### src/rtl/bcd_pkg.sv
// Shared types and constants for the sequential binary-to-BCD display path.
// Contents: FSM state enum, active-low segment patterns {g,f,e,d,c,b,a},
// and the per-nibble double-dabble correction function.
package bcd_pkg;

  typedef enum logic [1:0] {
    IDLE  = 2'd0,
    SHIFT = 2'd1,
    DONE  = 2'd2
  } state_t;

  localparam logic [6:0] SEG_BLANK = 7'b1111111;
  localparam logic [6:0] SEG_0     = 7'b1000000;
  localparam logic [6:0] SEG_1     = 7'b1111001;
  localparam logic [6:0] SEG_2     = 7'b0100100;
  localparam logic [6:0] SEG_3     = 7'b0110000;
  localparam logic [6:0] SEG_4     = 7'b0011001;
  localparam logic [6:0] SEG_5     = 7'b0010010;
  localparam logic [6:0] SEG_6     = 7'b0000010;
  localparam logic [6:0] SEG_7     = 7'b1111000;
  localparam logic [6:0] SEG_8     = 7'b0000000;
  localparam logic [6:0] SEG_9     = 7'b0010000;

  // Pre-shift correction: a digit >= 5 would become >= 10 after doubling.
  // Legal inputs are 0..9, so the 4-bit sum never wraps.
  function automatic logic [3:0] add3_if_ge5(input logic [3:0] nibble);
    return (nibble >= 4'd5) ? (nibble + 4'd3) : nibble;
  endfunction

endpackage

### src/rtl/bcd_to_seven_seg.sv
// One BCD digit to active-low seven-segment pattern {g,f,e,d,c,b,a}.
// Ports: bcd (digit 0..9), blank (force all segments off), seg_c (combinational pattern).
// Codes 10..15 cannot be produced upstream and decode to all-off.
module bcd_to_seven_seg
  import bcd_pkg::*;
(
  input  logic [3:0] bcd,
  input  logic       blank,
  output logic [6:0] seg_c
);

  always_comb begin
    seg_c = SEG_BLANK;
    if (!blank) begin
      case (bcd)
        4'd0:    seg_c = SEG_0;
        4'd1:    seg_c = SEG_1;
        4'd2:    seg_c = SEG_2;
        4'd3:    seg_c = SEG_3;
        4'd4:    seg_c = SEG_4;
        4'd5:    seg_c = SEG_5;
        4'd6:    seg_c = SEG_6;
        4'd7:    seg_c = SEG_7;
        4'd8:    seg_c = SEG_8;
        4'd9:    seg_c = SEG_9;
        default: seg_c = SEG_BLANK;
      endcase
    end
  end

endmodule

### src/rtl/binary_bcd_seq_display.sv
// Sequential double-dabble binary-to-BCD converter with registered seven-segment outputs.
// Ports: clk, reset (sync, active-high), start/bin_in (request + operand),
//        busy (conversion running), done (1-cycle pulse, results already valid),
//        bcd_out (packed BCD, digit 0 lowest), hex_out (active-low segments, digit 0 lowest).
module binary_bcd_seq_display
  import bcd_pkg::*;
#(
  parameter int unsigned WIDTH         = 8,
  parameter int unsigned DIGITS        = 3,
  parameter bit          BLANK_LEADING = 1'b1
) (
  input  logic                  clk,
  input  logic                  reset,
  input  logic                  start,
  input  logic [WIDTH-1:0]      bin_in,
  output logic                  busy,
  output logic                  done,
  output logic [4*DIGITS-1:0]   bcd_out,
  output logic [7*DIGITS-1:0]   hex_out
);

  localparam int unsigned BCD_W = 4 * DIGITS;
  localparam int unsigned SEG_W = 7 * DIGITS;
  localparam int unsigned SR_W  = BCD_W + WIDTH;
  localparam int unsigned CNT_W = (WIDTH + 1 > 1) ? $clog2(WIDTH + 1) : 1;

  function automatic logic [63:0] pow10(input int unsigned n);
    logic [63:0] p;
    p = 64'd1;
    for (int unsigned i = 0; i < n; i++) p = p * 64'd10;
    return p;
  endfunction

  // Digit 0 shows '0'; upper digits follow the blanking policy for an all-zero value.
  function automatic logic [SEG_W-1:0] hex_reset_value();
    logic [SEG_W-1:0] h;
    h = '0;
    for (int unsigned d = 0; d < DIGITS; d++)
      h[7*d +: 7] = (d != 0 && BLANK_LEADING) ? SEG_BLANK : SEG_0;
    return h;
  endfunction

  localparam logic [SEG_W-1:0] HEX_RST = hex_reset_value();

  if (WIDTH < 1 || pow10(DIGITS) <= ((64'd1 << WIDTH) - 64'd1)) begin : g_bad_param
    $error("binary_bcd_seq_display: DIGITS too small for WIDTH, or WIDTH < 1");
  end

  state_t             state_q, state_d;
  logic [SR_W-1:0]    sr_q, sr_d;
  logic [CNT_W-1:0]   cnt_q, cnt_d;
  logic               busy_d, done_d;
  logic [BCD_W-1:0]   bcd_d;
  logic [SEG_W-1:0]   hex_d;

  logic [SR_W-1:0]    shifted_c;
  logic [BCD_W-1:0]   res_bcd_c;
  logic [DIGITS-1:0]  blank_c;
  logic [SEG_W-1:0]   seg_c;

  // One double-dabble step: correct every BCD nibble, then shift the whole register left.
  always_comb begin
    logic [SR_W-1:0] adj;
    adj = sr_q;
    for (int unsigned d = 0; d < DIGITS; d++)
      adj[WIDTH + 4*d +: 4] = add3_if_ge5(sr_q[WIDTH + 4*d +: 4]);
    shifted_c = {adj[SR_W-2:0], 1'b0};
  end

  assign res_bcd_c = shifted_c[SR_W-1 -: BCD_W];

  // Digit k > 0 is blanked when it and every digit above it are zero.
  assign blank_c[0] = 1'b0;
  for (genvar k = 1; k < DIGITS; k++) begin : g_blank
    assign blank_c[k] = BLANK_LEADING && (res_bcd_c[BCD_W-1:4*k] == '0);
  end

  for (genvar g = 0; g < DIGITS; g++) begin : g_dec
    bcd_to_seven_seg u_dec (
      .bcd   (res_bcd_c[4*g +: 4]),
      .blank (blank_c[g]),
      .seg_c (seg_c[7*g +: 7])
    );
  end

  // Next-state and next-output logic.
  always_comb begin
    state_d = state_q;
    sr_d    = sr_q;
    cnt_d   = cnt_q;
    busy_d  = 1'b0;
    done_d  = 1'b0;
    bcd_d   = bcd_out;
    hex_d   = hex_out;
    case (state_q)
      IDLE, DONE: begin
        if (start) begin
          sr_d    = {{BCD_W{1'b0}}, bin_in};
          cnt_d   = '0;
          state_d = SHIFT;
          busy_d  = 1'b1;
        end else begin
          state_d = IDLE;
        end
      end
      SHIFT: begin
        sr_d   = shifted_c;
        cnt_d  = CNT_W'(cnt_q + 1'b1);
        busy_d = 1'b1;
        if (cnt_q == CNT_W'(WIDTH - 1)) begin
          state_d = DONE;
          busy_d  = 1'b0;
          done_d  = 1'b1;
          bcd_d   = res_bcd_c;
          hex_d   = seg_c;
        end
      end
      default: state_d = IDLE;
    endcase
  end

  // State and output registers.
  always_ff @(posedge clk) begin
    if (reset) begin
      state_q <= IDLE;
      sr_q    <= '0;
      cnt_q   <= '0;
      busy    <= 1'b0;
      done    <= 1'b0;
      bcd_out <= '0;
      hex_out <= HEX_RST;
    end else begin
      state_q <= state_d;
      sr_q    <= sr_d;
      cnt_q   <= cnt_d;
      busy    <= busy_d;
      done    <= done_d;
      bcd_out <= bcd_d;
      hex_out <= hex_d;
    end
  end

endmodule
### config.mk
export PLATFORM = sky130hd
export DESIGN_NAME = binary_bcd_seq_display
export DESIGN_NICKNAME = d
export VERILOG_FILES = /design/src/rtl/bcd_pkg.sv /design/src/rtl/bcd_to_seven_seg.sv /design/src/rtl/binary_bcd_seq_display.sv
export SDC_FILE = /design/constraint.sdc
export NUM_CORES = 1
export LEC_CHECK = 0
export CORE_AREA = 2 2 89 91
export CTS_CLUSTER_DIAMETER = 30
export CTS_CLUSTER_SIZE = 12
export DETAILED_ROUTE_END_ITERATION = 10
export DIE_AREA = 0 0 91 93
export GPL_TIMING_DRIVEN = 0
export PLACE_DENSITY = 0.63
export SLEW_MARGIN = 20
export SYNTH_ARGS = -nofsm -noshare
export SYNTH_HDL_FRONTEND = slang
export SYNTH_SLANG_ARGS = --single-unit
### constraint.sdc
create_clock -name clk -period 7.7 [get_ports clk]
set_clock_uncertainty 0.2 [all_clocks]
set_input_delay 1.925 -clock clk [delete_from_list [all_inputs] [get_ports clk]]
set_output_delay 1.925 -clock clk [all_outputs]
set_load 0.005 [all_outputs]
# Word level (Yosys, flattened, before mapping)
# Memory sizes are Yosys's and may differ from the RTL's. A register that Yosys moved wholly into a read port is not among the register bits.
# Cells that the tools add are included.
# word_totals
reg_bits,61
latch_bits,0
ramBits,0
mem_bits_ro,336
output_inout_bits,35
n_memories,3
# mem_list
memory,depth,word_bits,read_ports,rd_ports_with_merged_regs,write_ports,line,text
(name not given),16,7,1,1,0,bcd_to_seven_seg.sv:15,case (bcd)
(name not given),16,7,1,0,0,bcd_to_seven_seg.sv:15,
(name not given),16,7,1,0,0,bcd_to_seven_seg.sv:15,
# classes
add_sub_neg,4
mul,0
div,0
magnitude_cmp,3
eq_ne,5
shifts,0
mux,16
bitwise,1
n_reduce_logical,8
# op_table
operator,count
$pmux 20 s2,1
$mux 20,1
$mux 7,2
$ge 4x3->1 const B,3
$mux 4,3
$add 4x2->4 const B,2
$logic_not 8->1,1
$pmux 4 s2,1
$add 4x1->4 const B,1
$eq 4x3->1 const B,1
$logic_not 4->1,1
$mux 1,4
$ne 2x2->1 const B,2
$pmux 2 s2,1
$reduce_and 2->1,2
$reduce_or 2->1,2
$add 3x2->3 const B,1
$mux 3,1
$eq 2x1->1 const B,1
$eq 2x2->1 const B,1
$logic_not 2->1,1
$mux 2,1
$pmux 1 s2,1
$reduce_bool 2->1,1
$not 1->1,1

# Logic depth before layout (Yosys ltp)
# Gate-level depths: netlist of the first run.
# depth
word_depth,4
depth_mapped,13
depth_no_buf,12

# Modules after synthesis
# A second synthesis of the first run with hierarchy kept.
# unflattened
hier_cells,406
area_unflattened_um2,3296.9
# by_module_without_submodules
module,instances,cells_each,area_per_inst_um2,seq_area_each_um2
binary_bcd_seq_display,1,307,2590.0,1221.2
bcd_to_seven_seg (g_dec[0].u_dec ...),2,33,235.2,0.0
bcd_to_seven_seg (g_dec[2].u_dec),1,33,236.5,0.0

# Worst setup path after synthesis of the first run
# No wires, ideal clock.
# synth_path
path_kind,input to register
from,input port start
to,register cnt_q[3]
setup_ns,0.115
arrival_time_ns,2.700
t_required_ns,7.385
setup_slack_ns,4.685
cell_stages,4
cell_sequence,nor2b_1 > clkbuf_1 > and3b_1 > o21a_1
# synth_via
elab_chain_cells,2
# synth_lines
element,line,text
from (decl),binary_bcd_seq_display.sv:14,"input logic start,"
$ne 2x2->1 (no line),n/a,
$reduce_and 2->1 (no line),n/a,
to (signal assigned),binary_bcd_seq_display.sv:135,cnt_q <= cnt_d;
to (decl),binary_bcd_seq_display.sv:51,"logic [CNT_W-1:0] cnt_q, cnt_d;"
# Every way passes these cells.
# A chain may end at the register's enable or synchronous reset.

# Worst setup path after layout of the first run
# layout_path
from,input port start
to,register sr_q[10]
# layout_via
elab_chain_cells,2
# layout_lines
element,line,text
$ne 2x2->1 (no line),n/a,
$reduce_and 2->1 (no line),n/a,
to (signal assigned),binary_bcd_seq_display.sv:134,sr_q <= sr_d;
to (decl),binary_bcd_seq_display.sv:50,"logic [SR_W-1:0] sr_q, sr_d;"
# Every way passes these cells.

==> results of run 1 <==
==> per-stage QoR <==
| step | setup WS (ns) | utilization (%) | instances |
|---|---|---|---|
| after floorplan | 4.685 | - | 393 |
| after global placement | 3.973 | 51.05 | 539 |
| after detailed placement | 3.986 | 51.05 | 539 |
| after CTS | 4.333 | 53.16 | 554 |
| after global routing | 4.128 | 53.16 | 554 |
| final | 4.335 | 53.16 | 554 |
==> synth_stat cells, types with 2 or more instances <==
| master | instances |
|---|---|
| sky130_fd_sc_hd__a211oi_1 | 5 |
| sky130_fd_sc_hd__a211oi_2 | 2 |
| sky130_fd_sc_hd__a21boi_0 | 2 |
| sky130_fd_sc_hd__a21o_1 | 2 |
| sky130_fd_sc_hd__a21oi_1 | 42 |
| sky130_fd_sc_hd__a22oi_1 | 20 |
| sky130_fd_sc_hd__a31oi_1 | 5 |
| sky130_fd_sc_hd__and2_1 | 4 |
| sky130_fd_sc_hd__and3_1 | 2 |
| sky130_fd_sc_hd__buf_2 | 2 |
| sky130_fd_sc_hd__buf_4 | 3 |
| sky130_fd_sc_hd__buf_6 | 4 |
| sky130_fd_sc_hd__clkbuf_1 | 18 |
| sky130_fd_sc_hd__dfxtp_1 | 61 |
| sky130_fd_sc_hd__ha_1 | 17 |
| sky130_fd_sc_hd__inv_1 | 17 |
| sky130_fd_sc_hd__mux2i_1 | 8 |
| sky130_fd_sc_hd__nand2_1 | 47 |
| sky130_fd_sc_hd__nand2b_1 | 3 |
| sky130_fd_sc_hd__nand3_1 | 3 |
| sky130_fd_sc_hd__nand3b_1 | 3 |
| sky130_fd_sc_hd__nor2_1 | 40 |
| sky130_fd_sc_hd__nor2b_1 | 5 |
| sky130_fd_sc_hd__nor3_1 | 4 |
| sky130_fd_sc_hd__nor3b_1 | 4 |
| sky130_fd_sc_hd__o211ai_1 | 7 |
| sky130_fd_sc_hd__o21ai_0 | 19 |
| sky130_fd_sc_hd__o21ai_1 | 3 |
| sky130_fd_sc_hd__o221ai_1 | 5 |
| sky130_fd_sc_hd__or2_2 | 2 |
==> worst max-delay path, stage by stage <==
cell and delay (ns):
sky130_fd_sc_hd__clkdlybuf4s50_1 0.40, sky130_fd_sc_hd__nor2b_1 0.14, sky130_fd_sc_hd__nor2_1 0.24, sky130_fd_sc_hd__clkbuf_1 0.45
sky130_fd_sc_hd__a22oi_1 0.17, sky130_fd_sc_hd__nor2_1 0.11
==> final timing paths <==
kind	to	slack, ns	cells past startpoint
min	bcd_out[5]	0.25	2
max reg2reg	hex_out[7]	4.71	13
max	sr_q[10]	4.33	6
min reg2reg	bcd_out[5]	0.25	2
==> state kept, by name, indices dropped and copies added, names as in the netlist <==
signal / count
sr_q: 20
done: 1
cnt_q: 4
busy: 1
state_q: 2
bcd_out: 12
hex_out: 21
==> routing by layer <==
metal	GRT usage, %	wire, um	vias to the layer above
met2	31.98	3716	102
met4	7.702	159	0
met3	4.190	508	15
met5	0	0	-
met1	28.25	3954	1400
li1	-	-	1514
==> final cells by class <==
type                       count  area (sq um)
multi-input combinational    286          1827
tap                          102         127.6
fill                         768          3526
clock inverter                 2         10.01
sequential                    61          1221
clock buffer                  13         148.9
buffer                        28         158.9
inverter                      18         67.56
timing repair buffer          44         440.4
==> kinds of logic (layout without fill, tap and decap cells) <==
logic type	count (synthesis)	count (layout)
fa+ha+maj	17	17
simple gates	127	127
compound gates	131	131
mux	9	9
flops	61	61
xor+xnor	2	2
buf+inv	46	105
==> where the power goes <==
part	total (W)	internal, W	switching (W)
clock	0.000243	0.000123	0.000120
sequential	0.000323	0.000320	0.00000278
combinational	0.0000408	0.0000153	0.0000256
==> impl_table.tex, run 1 <==
\begin{tabular}{lr}
\hline
Metric & Value \\
\hline
\multicolumn{2}{l}{\textbf{GRT}} \\
Overall Global Routing Usage & 20.57\% \\
Pin count of the biggest net entering global routing & 11 \\
Global-route wire length before repair & 13,900 um \\
Number of global-route vias before repair & 2,786 \\
Final global-route overflow total & 0 \\
Number of antenna violations at the first check in global routing & 0 \\
\multicolumn{2}{l}{\textbf{Floorplanning}} \\
Die outline area & 0.008463 sq mm \\
Width of the die & 91 um \\
Cell row count & 32 \\
Initial standard-cell utilization of the core & 43.50\% \\
Die Height & 93 um \\
\# IOs & 46 \\
CORE AREA & 0.007527 sq mm \\
\multicolumn{2}{l}{\textbf{Place}} \\
DP HPWL & 6044 um \\
DP Area & 0.003842 sq mm \\
Count of buffers from port buffering & 44 \\
Routability-driven placement congestion ratio & 0.8782 \\
\multicolumn{2}{l}{\textbf{STA}} \\
Final worst path period need & 3.365 ns \\
Slew Limit Headroom & 60.17\% \\
RSZ-0062 raised after global routing & false \\
\# setup viols final & 0 \\
Fraction of the cycle the final worst path needs & 43.70\% \\
Worst Hold Margin & 0.2541 ns \\
Final-layout setup total negative slack & 0 ns \\
Slew @ Worst Pin & 0.5974 ns \\
Highest Clock Rate & 297.2 MHz \\
Final count of pins violating max slew & 0 \\
Final Hold Viols & 0 \\
\multicolumn{2}{l}{\textbf{Logic synthesis}} \\
Share of synthesized area occupied by flip-flops and latches & 37.29\% \\
Main combinational cell family by area after synthesis & compound AO/OA/AOI/OAI gates \\
Cell accounting for the most synthesized area & sky130\_fd\_sc\_hd\_\_dfxtp\_1 \\
Portion of synthesized cell area occupied by the leading cell type & 37.29\% \\
Number of enable flip-flop cells after synthesis & 0 \\
Flip-flop and latch count after synthesis & 61 \\
Synthesized-area fraction occupied by xor and xnor cells & 1.108\% \\
Share of the synthesized area in compound gates (AO/OA/AOI/OAI) & 27.17\% \\
Syn. warnings & 0 \\
Share of synthesized cell area in and, or, nand and nor gates & 18.23\% \\
Post-synthesis cell type count & 64 \\
Top FF cell, synth & sky130\_fd\_sc\_hd\_\_dfxtp\_1 \\
FFs w/ async S/R, synth & 0\% \\
Synth Cell Area & 0.003274 sq mm \\
Average cell area after synthesis & 8.332 sq um \\
Post-synthesis mux area share & 2.789\% \\
Area share of fa/ha/maj cells after synthesis & 6.496\% \\
Top cells by area in the synthesized netlist & sky130\_fd\_sc\_hd\_\_dfxtp\_1 (37\%), sky130\_fd\_sc\_hd\_\_ha\_1 (6.5\%), sky130\_fd\_sc\_hd\_\_a21oi\_1 (6.4\%), sky130\_fd\_sc\_hd\_\_nand2\_1 (5.4\%), sky130\_fd\_sc\_hd\_\_a22oi\_1 (4.6\%) \\
Post-synthesis instance total & 393 \\
Net count after synthesis & 421 \\
\multicolumn{2}{l}{\textbf{Cells and area}} \\
ANT cells & 0 \\
Commonest non-fill, non-tap cell in the layout & sky130\_fd\_sc\_hd\_\_dfxtp\_1 \\
Area growth from synthesis to final layout & 22.20\% \\
Fraction of final layout cells sized beyond drive strength 1 & 7.965\% \\
Number of nets at the end of the flow & 476 \\
Commonest non-fill, non-tap cells in the layout & sky130\_fd\_sc\_hd\_\_dfxtp\_1 (61), sky130\_fd\_sc\_hd\_\_nand2\_1 (47), sky130\_fd\_sc\_hd\_\_clkdlybuf4s50\_1 (44), sky130\_fd\_sc\_hd\_\_a21oi\_1 (42), sky130\_fd\_sc\_hd\_\_nor2\_1 (40) \\
Cell area after layout & 0.004001 sq mm \\
\multicolumn{2}{l}{\textbf{Hold path}} \\
Worst min-delay path category & reg -> reg \\
Startpoint of the tightest hold check path & bcd\_out[5] \\
\multicolumn{2}{l}{\textbf{Job}} \\
Maximum Capacitance Violations & 0 \\
\multicolumn{2}{l}{\textbf{Setup path}} \\
Arrival time reported for the critical path endpoint & 3.43 ns \\
R2r startpoint & sr\_q[16] \\
Critical path fanouts, max & 10 \\
Kind of start point of the critical path & input port \\
Worst Setup Path Type & in -> reg \\
Beginning of the critical path & start \\
Element type at the critical path end & register \\
Data required time at the worst endpoint & 7.77 ns \\
\multicolumn{2}{l}{\textbf{Clock network}} \\
Setup repair bufs after CTS & 0 \\
Clock insertion delay at the later pin of the skew report & 0.34 ns \\
Clock root buffer & sky130\_fd\_sc\_hd\_\_clkbuf\_8 \\
Hold-fix buffer count after cts & 0 \\
CTS HTree Levels & 3 \\
\# clock sinks & 61 \\
CTS resizes & 0 \\
CTS tree & built \\
Total clock buffers created by CTS & 9 \\
Clock Path Buffers & 2 \\
Clock slew seen by the registers of the worst setup and hold paths & 0.07 ns \\
\multicolumn{2}{l}{\textbf{Routing}} \\
TritonRoute pass-1 iters & 4 \\
Antenna-violating nets left & 0 \\
Detailed-route wire length per cell & 15.05 um \\
Vias & 3,031 \\
Number of violations reported at the end of detailed-routing iteration 0 & 194 \\
DR vias/cell & 5.471 \\
Sum of routed wire length over all layers & 8339 um \\
DRC violations left & 0 \\
\multicolumn{2}{l}{\textbf{Power and ir drop}} \\
Power Total & 0.0006063 W \\
IR Drop Worst-Case VDD & 0.00009719 V \\
Leak pwr & 1.470 nW \\
Power per cell area & 151.5 mW/mm\^{}2 \\
\multicolumn{2}{l}{\textbf{Run status}} \\
Status & complete, no violations \\
\hline
\end{tabular}
(Power assumes the default switching activity.)
==> run 2, diff against run 1 <==
==> constraint.sdc (replaced) <==
create_clock -name clk -period 3.3 [get_ports clk]
set_clock_uncertainty 0.2 [all_clocks]
set_input_delay 0.825 -clock clk [delete_from_list [all_inputs] [get_ports clk]]
set_output_delay 0.825 -clock clk [all_outputs]
set_load 0.005 [all_outputs]
==> results of run 2 <==
The final DEF is identical to that of run 1. Status: complete, no violations.
Among the figures that moved: setup slack after placement 3.986 ns -> 0.3203 ns; setup slack after layout 4.335 ns -> 0.3079 ns; start point of the critical path start -> sr_q[16]; end point of the critical path sr_q[10] -> hex_out[7]; register-to-register setup slack 4.71 ns -> 0.31 ns; total power 0.0006063 W -> 0.001415 W; worst IR drop on VDD 0.00009719 V -> 0.0002268 V
==> run 3, diff against run 2 <==
--- a/config.mk
+++ b/config.mk
@@ -12,7 +12,7 @@
 export DIE_AREA = 0 0 91 93
 export GPL_TIMING_DRIVEN = 0
 export PLACE_DENSITY = 0.63
-export SLEW_MARGIN = 20
+export SLEW_MARGIN = 10
 export SYNTH_ARGS = -nofsm -noshare
 export SYNTH_HDL_FRONTEND = slang
 export SYNTH_SLANG_ARGS = --single-unit
==> results of run 3 <==
The final DEF is identical to that of run 1. Status: complete, no violations.
Among the figures that moved: setup slack after placement 3.986 ns -> 0.3203 ns; setup slack after layout 4.335 ns -> 0.3079 ns; start point of the critical path start -> sr_q[16]; end point of the critical path sr_q[10] -> hex_out[7]; register-to-register setup slack 4.71 ns -> 0.31 ns; total power 0.0006063 W -> 0.001415 W; worst IR drop on VDD 0.00009719 V -> 0.0002268 V
